[src/rtl/control_unit_pkg.sv]
// Shared encodings for the RV32I control unit: opcodes, ALU/immediate/result selects.
// Latency: n/a (types and constants only).
// Backpressure: n/a.
package control_unit_pkg;

   // Base opcodes decoded by the core
   localparam logic [6:0] OP_R    = 7'b0110011;
   localparam logic [6:0] OP_I    = 7'b0010011;
   localparam logic [6:0] OP_LD   = 7'b0000011;
   localparam logic [6:0] OP_ST   = 7'b0100011;
   localparam logic [6:0] OP_BR   = 7'b1100011;
   localparam logic [6:0] OP_JAL  = 7'b1101111;
   localparam logic [6:0] OP_JALR = 7'b1100111;
   localparam logic [6:0] OP_LUI  = 7'b0110111;

   typedef enum logic [3:0] {
      ALU_ADD  = 4'b0000,
      ALU_SUB  = 4'b0001,
      ALU_AND  = 4'b0010,
      ALU_OR   = 4'b0011,
      ALU_XOR  = 4'b0100,
      ALU_SLL  = 4'b0101,
      ALU_SRL  = 4'b0110,
      ALU_SRA  = 4'b0111,
      ALU_SLT  = 4'b1000,
      ALU_SLTU = 4'b1001
   } alu_ctrl_e;

   typedef enum logic [2:0] {
      IMM_I = 3'b000,
      IMM_S = 3'b001,
      IMM_B = 3'b010,
      IMM_J = 3'b011,
      IMM_U = 3'b100
   } imm_src_e;

   typedef enum logic [1:0] {
      RES_ALU = 2'b00,
      RES_MEM = 2'b01,
      RES_PC4 = 2'b10,
      RES_IMM = 2'b11
   } result_src_e;

   // Opcode class handed to the ALU decoder; anything that only needs an adder is ADD
   typedef enum logic [1:0] {
      ALUOP_ADD = 2'b00,
      ALUOP_BR  = 2'b01,
      ALUOP_R   = 2'b10,
      ALUOP_I   = 2'b11
   } alu_op_e;

   // Branch condition from funct3 and the ALU flags; 010/011 are not branches and never take
   function automatic logic br_taken(input logic [2:0] f3, input logic zero, input logic cmp);
      logic t;
      t = 1'b0;
      case (f3)
         3'b000:  t = zero;
         3'b001:  t = ~zero;
         3'b100,
         3'b110:  t = cmp;
         3'b101,
         3'b111:  t = ~cmp;
         default: t = 1'b0;
      endcase
      return t;
   endfunction

endpackage

[src/rtl/control_unit_aludeco.sv]
// ALU operation decoder: opcode class + funct3 + funct7[5] -> ALUControl.
// Latency: zero cycles, purely combinational.
// Backpressure: none; output always valid for the current inputs.
module control_unit_aludeco
   import control_unit_pkg::*;
(
   input  alu_op_e     alu_op,
   input  logic [2:0]  funct3,
   input  logic        funct7_5,
   output alu_ctrl_e   alu_ctrl
);

   // funct3 is only looked at for branch and R/I classes, so X on LUI/JAL stays contained
   always_comb begin
      alu_ctrl = ALU_ADD;
      case (alu_op)
         ALUOP_BR: begin
            case (funct3)
               3'b100, 3'b101: alu_ctrl = ALU_SLT;
               3'b110, 3'b111: alu_ctrl = ALU_SLTU;
               default:        alu_ctrl = ALU_SUB;
            endcase
         end
         ALUOP_R, ALUOP_I: begin
            case (funct3)
               // only register-register forms have a SUB; addi ignores funct7
               3'b000:  alu_ctrl = (alu_op == ALUOP_R && funct7_5) ? ALU_SUB : ALU_ADD;
               3'b001:  alu_ctrl = ALU_SLL;
               3'b010:  alu_ctrl = ALU_SLT;
               3'b011:  alu_ctrl = ALU_SLTU;
               3'b100:  alu_ctrl = ALU_XOR;
               3'b101:  alu_ctrl = funct7_5 ? ALU_SRA : ALU_SRL;
               3'b110:  alu_ctrl = ALU_OR;
               default: alu_ctrl = ALU_AND;
            endcase
         end
         default: alu_ctrl = ALU_ADD;
      endcase
   end

endmodule

[src/rtl/control_unit.sv]
// RV32I single-cycle decoder: instruction fields + ALU flags -> datapath controls.
// Latency: zero cycles; a registered copy of rst forces a NOP on all outputs.
// Backpressure: none; outputs always reflect the current instruction.
module control_unit
   import control_unit_pkg::*;
(
   input  logic        clk,
   input  logic        rst,
   input  logic [6:0]  opcode,
   input  logic [2:0]  funct3,
   input  logic [6:0]  funct7,
   input  logic        zero,
   input  logic        comparison,
   output logic        PCSrc,
   output logic        Jump,
   output logic [1:0]  ResultSrc,
   output logic        MemWrite,
   output logic        MemRead,
   output logic        ALUSrc,
   output logic [2:0]  ImmSrc,
   output logic        RegWrite,
   output logic [3:0]  ALUControl
);

   logic        rst_d, rst_q;

   logic        dec_reg_write;
   imm_src_e    dec_imm_src;
   logic        dec_alu_src;
   logic        dec_mem_write;
   logic        dec_mem_read;
   result_src_e dec_result_src;
   logic        dec_jump;
   logic        dec_branch;
   alu_op_e     dec_alu_op;
   alu_ctrl_e   dec_alu_ctrl;
   logic        dec_pc_src;

   // Only funct7[5] distinguishes RV32I ops; the rest is deliberately ignored
   logic        unused_funct7;
   assign unused_funct7 = ^{funct7[6], funct7[4:0]};

   // Next value of the reset flag
   always_comb begin
      rst_d = rst;
   end

   // Reset flag register, the only state in the block
   always_ff @(posedge clk) begin
      rst_q <= rst_d;
   end

   // Main decode: opcode -> datapath controls; unknown opcodes decode as a NOP
   always_comb begin
      dec_reg_write  = 1'b0;
      dec_imm_src    = IMM_I;
      dec_alu_src    = 1'b0;
      dec_mem_write  = 1'b0;
      dec_mem_read   = 1'b0;
      dec_result_src = RES_ALU;
      dec_jump       = 1'b0;
      dec_branch     = 1'b0;
      dec_alu_op     = ALUOP_ADD;
      case (opcode)
         OP_R: begin
            dec_reg_write = 1'b1;
            dec_alu_op    = ALUOP_R;
         end
         OP_I: begin
            dec_reg_write = 1'b1;
            dec_alu_src   = 1'b1;
            dec_alu_op    = ALUOP_I;
         end
         OP_LD: begin
            dec_reg_write  = 1'b1;
            dec_alu_src    = 1'b1;
            dec_mem_read   = 1'b1;
            dec_result_src = RES_MEM;
         end
         OP_ST: begin
            dec_imm_src   = IMM_S;
            dec_alu_src   = 1'b1;
            dec_mem_write = 1'b1;
         end
         OP_BR: begin
            dec_imm_src = IMM_B;
            dec_branch  = 1'b1;
            dec_alu_op  = ALUOP_BR;
         end
         OP_JAL: begin
            dec_reg_write  = 1'b1;
            dec_imm_src    = IMM_J;
            dec_result_src = RES_PC4;
            dec_jump       = 1'b1;
         end
         OP_JALR: begin
            dec_reg_write  = 1'b1;
            dec_alu_src    = 1'b1;
            dec_result_src = RES_PC4;
            dec_jump       = 1'b1;
         end
         OP_LUI: begin
            dec_reg_write  = 1'b1;
            dec_imm_src    = IMM_U;
            dec_result_src = RES_IMM;
         end
         default: ;
      endcase
   end

   control_unit_aludeco u_aludeco (
      .alu_op   (dec_alu_op),
      .funct3   (funct3),
      .funct7_5 (funct7[5]),
      .alu_ctrl (dec_alu_ctrl)
   );

   // Branch resolution; the branch term is gated first so funct3 cannot leak into jumps/NOPs
   always_comb begin
      dec_pc_src = dec_jump;
      if (dec_branch) begin
         dec_pc_src = br_taken(funct3, zero, comparison);
      end
   end

   // Output stage: everything forced to NOP/ADD while the registered reset is high
   always_comb begin
      PCSrc      = 1'b0;
      Jump       = 1'b0;
      ResultSrc  = RES_ALU;
      MemWrite   = 1'b0;
      MemRead    = 1'b0;
      ALUSrc     = 1'b0;
      ImmSrc     = IMM_I;
      RegWrite   = 1'b0;
      ALUControl = ALU_ADD;
      if (!rst_q) begin
         PCSrc      = dec_pc_src;
         Jump       = dec_jump;
         ResultSrc  = dec_result_src;
         MemWrite   = dec_mem_write;
         MemRead    = dec_mem_read;
         ALUSrc     = dec_alu_src;
         ImmSrc     = dec_imm_src;
         RegWrite   = dec_reg_write;
         ALUControl = dec_alu_ctrl;
      end
   end

endmodule

[config.mk]
export PLATFORM = sky130hd
export DESIGN_NAME = control_unit
export DESIGN_NICKNAME = d
export VERILOG_FILES = /design/src/rtl/control_unit_pkg.sv /design/src/rtl/control_unit_aludeco.sv /design/src/rtl/control_unit.sv
export SDC_FILE = /design/constraint.sdc
export NUM_CORES = 1
export LEC_CHECK = 0
export CORE_AREA = 2 2 39 41
export DETAILED_ROUTE_END_ITERATION = 10
export DIE_AREA = 0 0 41 43
export HOLD_SLACK_MARGIN = 0.12
export PLACE_DENSITY = 0.81
export SYNTH_ARGS = -nofsm -noshare
export SYNTH_HDL_FRONTEND = slang
export SYNTH_HIERARCHICAL = 1
export SYNTH_SLANG_ARGS = --single-unit
[constraint.sdc]
create_clock -name clk -period 3.88 [get_ports clk]
set_input_delay 0.582 -clock clk [delete_from_list [all_inputs] [get_ports clk]]
set_output_delay 0.582 -clock clk [all_outputs]
set_load 0.03 [all_outputs]
After elaboration in Yosys (flattened, before gate mapping)

Index checks and enable logic that the tools add are counted.

Div/mod/pow operators: 0
Eq/ne operators: 18
Multipliers: 0
Shifts and indexed selects: 0
$lt $le $gt $ge: 0
Reductions and logical operators: 10
Mux-type cells: 25
$add $sub $neg: 0
Bitwise operators: 2

Operator list:

| operator             | count |
|---|---|
| $pmux W4 S7          | 1 |
| $eq A7 B6 Y1 const B | 3 |
| $eq A7 B7 Y1 const B | 3 |
| $pmux W4 S2          | 2 |
| $mux W1              | 15 |
| $eq A3 B3 Y1 const B | 4 |
| $pmux W2 S3          | 2 |
| $pmux W3 S4          | 1 |
| $reduce_or A2 Y1     | 6 |
| $eq A7 B2 Y1 const B | 1 |
| $eq A7 B5 Y1 const B | 1 |
| $eq A3 B2 Y1 const B | 2 |
| $reduce_or A6 Y1     | 1 |
| $eq A2 B2 Y1 const B | 2 |
| $mux W4              | 1 |
| $pmux W1 S4          | 1 |
| $reduce_or A4 Y1     | 1 |
| $eq A3 B1 Y1 const B | 1 |
| $logic_not A3 Y1     | 1 |
| $mux W3              | 1 |
| $eq A2 B1 Y1 const B | 1 |
| $mux W2              | 1 |
| $not A1 Y1           | 2 |
| $logic_and A1 B1 Y1  | 1 |

Bits in writable memories: 0
Bits in registers: 1
Memories kept: 0
Output and inout port bits: 15
Input bits: 21
Memory bits (read-only): 0
Logic and storage cells: 56
Bits in latches: 0

Depth between registers and ports, before layout

Depth in word-level cells: 8
Depth in mapped cells: 8
Depth with buffers taken out: 7

Modules after synthesis

Netlist, hierarchy kept.

By module, submodules not included:

| module               | sequential area each (um^2) | area an instance (um^2) | times used | cells an instance |
|---|---|---|---|---|
| control_unit         | 20.0                        | 352.8                   | 1          | 52 |
| control_unit_aludeco | 0.0                         | 85.1                    | 1          | 14 |

Worst setup path after synthesis

Ideal clock, no wire load.

Kind: in2out
Start point: in opcode[4]
End point: out ResultSrc[1]
Path slack: 0.876 ns
Cell stages on the path: 4
Required time: 3.298 ns
Data arrival time: 2.422 ns
Path buffers: 1
Cell sequence: buf_6 -> inv_1 -> nand2_1 -> a2111oi_0

Cells in the longest elaborated chain, start to end: 4
Elaborated cells between the ends (all ways): 7
Classes of those cells: eq/ne: 4; mux: 2; reduce/logical: 1

RTL lines:

| what                       | line                | source |
|---|---|---|
| start, declared            | control_unit.sv:9   | `input logic [6:0] opcode,` |
| $eq A7 B7 Y1               | control_unit.sv:64  | `case (opcode)` |
| $reduce_or A2 Y1 (no line) | -                   |  |
| $pmux W2 S3 (*)            | control_unit.sv:64  |  |
| $mux W2 (*)                | control_unit.sv:137 | `if (!rst_q) begin` |
| end, declared              | control_unit.sv:16  | `output logic [1:0] ResultSrc,` |

Mark *: on every way between the ends. The rest lies on a longest branch, timed or not.

Worst setup path after layout

Start point: in opcode[6]
End point: out ALUControl[3]

Cells in the longest elaborated chain, start to end: 6
Elaborated cells between the ends (all ways): 10
Classes of those cells: eq/ne: 6; mux: 3; reduce/logical: 1

RTL lines:

| what                                       | line                       | source |
|---|---|---|
| $eq A7 B7 Y1, or another cell as far along | control_unit.sv:64         |  |
| $pmux W2 S3 (*)                            | control_unit.sv:64         |  |
| named net dec_alu_op[1]                    | control_unit.sv:35         | `alu_op_e dec_alu_op;` |
| $eq A2 B2 Y1                               | control_unit_aludeco.sv:16 | `case (alu_op)` |
| $reduce_or A2 Y1                           | control_unit_aludeco.sv:16 |  |
| $pmux W4 S2 (*)                            | control_unit_aludeco.sv:16 |  |
| named net dec_alu_ctrl[3]                  | control_unit.sv:36         | `alu_ctrl_e dec_alu_ctrl;` |
| $mux W4 (*)                                | control_unit.sv:137        |  |
| end, declared                              | control_unit.sv:22         | `output logic [3:0] ALUControl` |

The timed path passes the listed nets; every way through them passes the cells marked *.

==> impl_metrics.env <==
export IMPL_chipHeight_um=43
export IMPL_required_ps=3300
export IMPL_reg_largest_list="rst_q (1)"
export IMPL_async_flop_share=0
export IMPL_worstSetupPathType="in2out"
export IMPL_gp_routability_congestion=0.763
export IMPL_synth_cell_types=34
export IMPL_via_per_inst=5.42
export IMPL_max_stage_delay_ps=680
export IMPL_dieArea_mm2=0.00176
export IMPL_synth_warnings=6
export IMPL_cp_cell_sequence="clkdlybuf4s50_1 -> and4bb_2 -> nand2_2 -> nor2_1 -> buf_4 -> nand2_1 -> o21ai_0 -> nor2b_1 -> clkdlybuf4s50_1"
export IMPL_start_util=0.316
export IMPL_path_clk_slew_ps=0
export IMPL_fillerInstances=144
export IMPL_drive_gt1_frac=0.105
export IMPL_period_share=0.923
export IMPL_drtIter0Drc=7
export IMPL_yosys_top_cells_area="nand2_1 (7.7%), nor2_1 (7.7%), nor2b_1 (7.1%), a21oi_1 (4.6%), dfxtp_1 (4.6%)"
export IMPL_drtPass1Iterations=5
export IMPL_post_cts_resize_count=0
export IMPL_antenna_cells=0
export IMPL_finalSetupTns_ps=0
export IMPL_num_rows=14
export IMPL_syn_nets=87
export IMPL_min_period_ps=3580
export IMPL_port_buffers=29
export IMPL_hpwl_mm=1.02
export IMPL_track_usage=0.152
export IMPL_cp_common_cell="clkdlybuf4s50_1"
export IMPL_crit_arrival_ps=3000
export IMPL_endpoint_kind="output port"
export IMPL_min_path_type="in2reg"
export IMPL_post_route_util=0.541
export IMPL_antenna_found_initial=0
export IMPL_ir_drop_mv=0.0772
export IMPL_drtAntennaViolNets=0
export IMPL_hold_violations=0
export IMPL_fmax_mhz=279
export IMPL_p_leak_nw=0.299
export IMPL_synth_edf_count=0
export IMPL_cp_slowest_cell="clkdlybuf4s50_1"
export IMPL_fp_dieW_um=41
export IMPL_start_kind="input pin"
export IMPL_coreArea_mm2=0.00138
export IMPL_post_cts_buffers=0
export IMPL_grt_pass1_wl_mm=2.02
export IMPL_grt_overflow=0
export IMPL_critPathMaxFanout=7
export IMPL_relSlewSlack=0.700
export IMPL_worst_pin_slew_ps=449
export IMPL_postCtsHoldBufs=0
export IMPL_status="complete, no violations"
export IMPL_drc=0
export IMPL_drt_wl_total_mm=1.27
export IMPL_yosysSeqAreaShare=0.0457
export IMPL_vias=602
export IMPL_syn_cell_area_um2=438
export IMPL_largest_reg_flops=1
export IMPL_grt_start_max_net_pins=12
export IMPL_synth_top_area_cell="nand2_1"
export IMPL_first_global_vias=501
export IMPL_rsz0062_at_grt="false"
export IMPL_area_growth_synth_to_final_pct=70.9
export IMPL_slew_violations=0
export IMPL_synth_cells=66
export IMPL_fin_nets=118
export IMPL_ys_ff_latch=1
export IMPL_synthTopCellsByCount="nand2_1 (9), nor2_1 (9), inv_1 (5), nor2b_1 (5), a21oi_1 (4)"
export IMPL_setup_viol=0
export IMPL_wl_per_cell_um=11.4
export IMPL_synth_flop_cell="dfxtp_1"
export IMPL_synth_top_area_frac=0.0771
export IMPL_largest_register="rst_q"
export IMPL_drv_cap=0
export IMPL_p_per_area_mw_per_mm2=79.8
export IMPL_avgSynthCellArea_um2=6.64
export IMPL_io_pins=36
final timing paths:
| check | start | end | slack [ps] | depth (start not counted) |
|---|---|---|---|---|
| max | opcode[6] | ALUControl[3] | 300 | 9 |
| min | rst | rst_q | 1050 | 1 |
metrics by stage:
step                setup WS (ps)  power (mW)  instances  hold WS (ps)  cell area (um2)
detailed placement            287      0.0594        111          1070              748
CTS                           278      0.0597        111          1070              748
floorplan                     876      0.0341         66           610              438
global route                  146      0.0635        111          1070              748
global placement              354      0.0585        111          1040              748
finish                        300      0.0597        111          1050              748
power by group:
part           internal [mW]  switching (mW)  total (mW)
Combinational         0.0238          0.0228      0.0466
Sequential            0.0111         0.00201      0.0131
Clock                      0               0           0
cells by family after synthesis:
family	after synthesis	synth area share
buf+inv	8	0.0943
xor+xnor	1	0.0200
compound gates	17	0.337
mux	1	0.0229
simple gates	38	0.480
flops	1	0.0457
worst max-delay path, delay by kind of cell:
| kind | cells | cell delay [ps] |
|---|---|---|
| and+or+nand+nor | 5 | 920 |
| buffers and inverters | 3 | 1370 |
| AOI/OAI and AO/OA | 1 | 140 |
routing by layer:
metal | track usage | part of all wire | wire length, um
met2 | 0.275 | 0.49 | 625
met1 | 0.194 | 0.43 | 545
met5 | 0 | 0 | 0
met4 | 0.00667 | 0 | 0
met3 | 0.0105 | 0.076 | 96
layout make-up:
cell class | count | area, um2 | share of cell area
inverter | 5 | 18.8 | 0.0251
tap | 16 | 20.0 | 0.0268
multi-input combinational | 57 | 377 | 0.503
timing repair buffer | 32 | 313 | 0.418
sequential | 1 | 20.0 | 0.0268
cell usage in the layout (no fill, tap or decap), drive strengths merged, types with 2 or more instances in the layout:
cell type / netlist / final
a2111oi: 2 / 2
buf: 2 / 3
nor4: 3 / 3
o211a: 2 / 2
nand2: 10 / 10
o21ai: 2 / 2
nor2b: 5 / 5
nand3: 2 / 2
clkdlybuf4s50: 0 / 29
inv: 5 / 5
a21oi: 4 / 4
nor2: 9 / 9
Power figures use the tool's default switching activity.
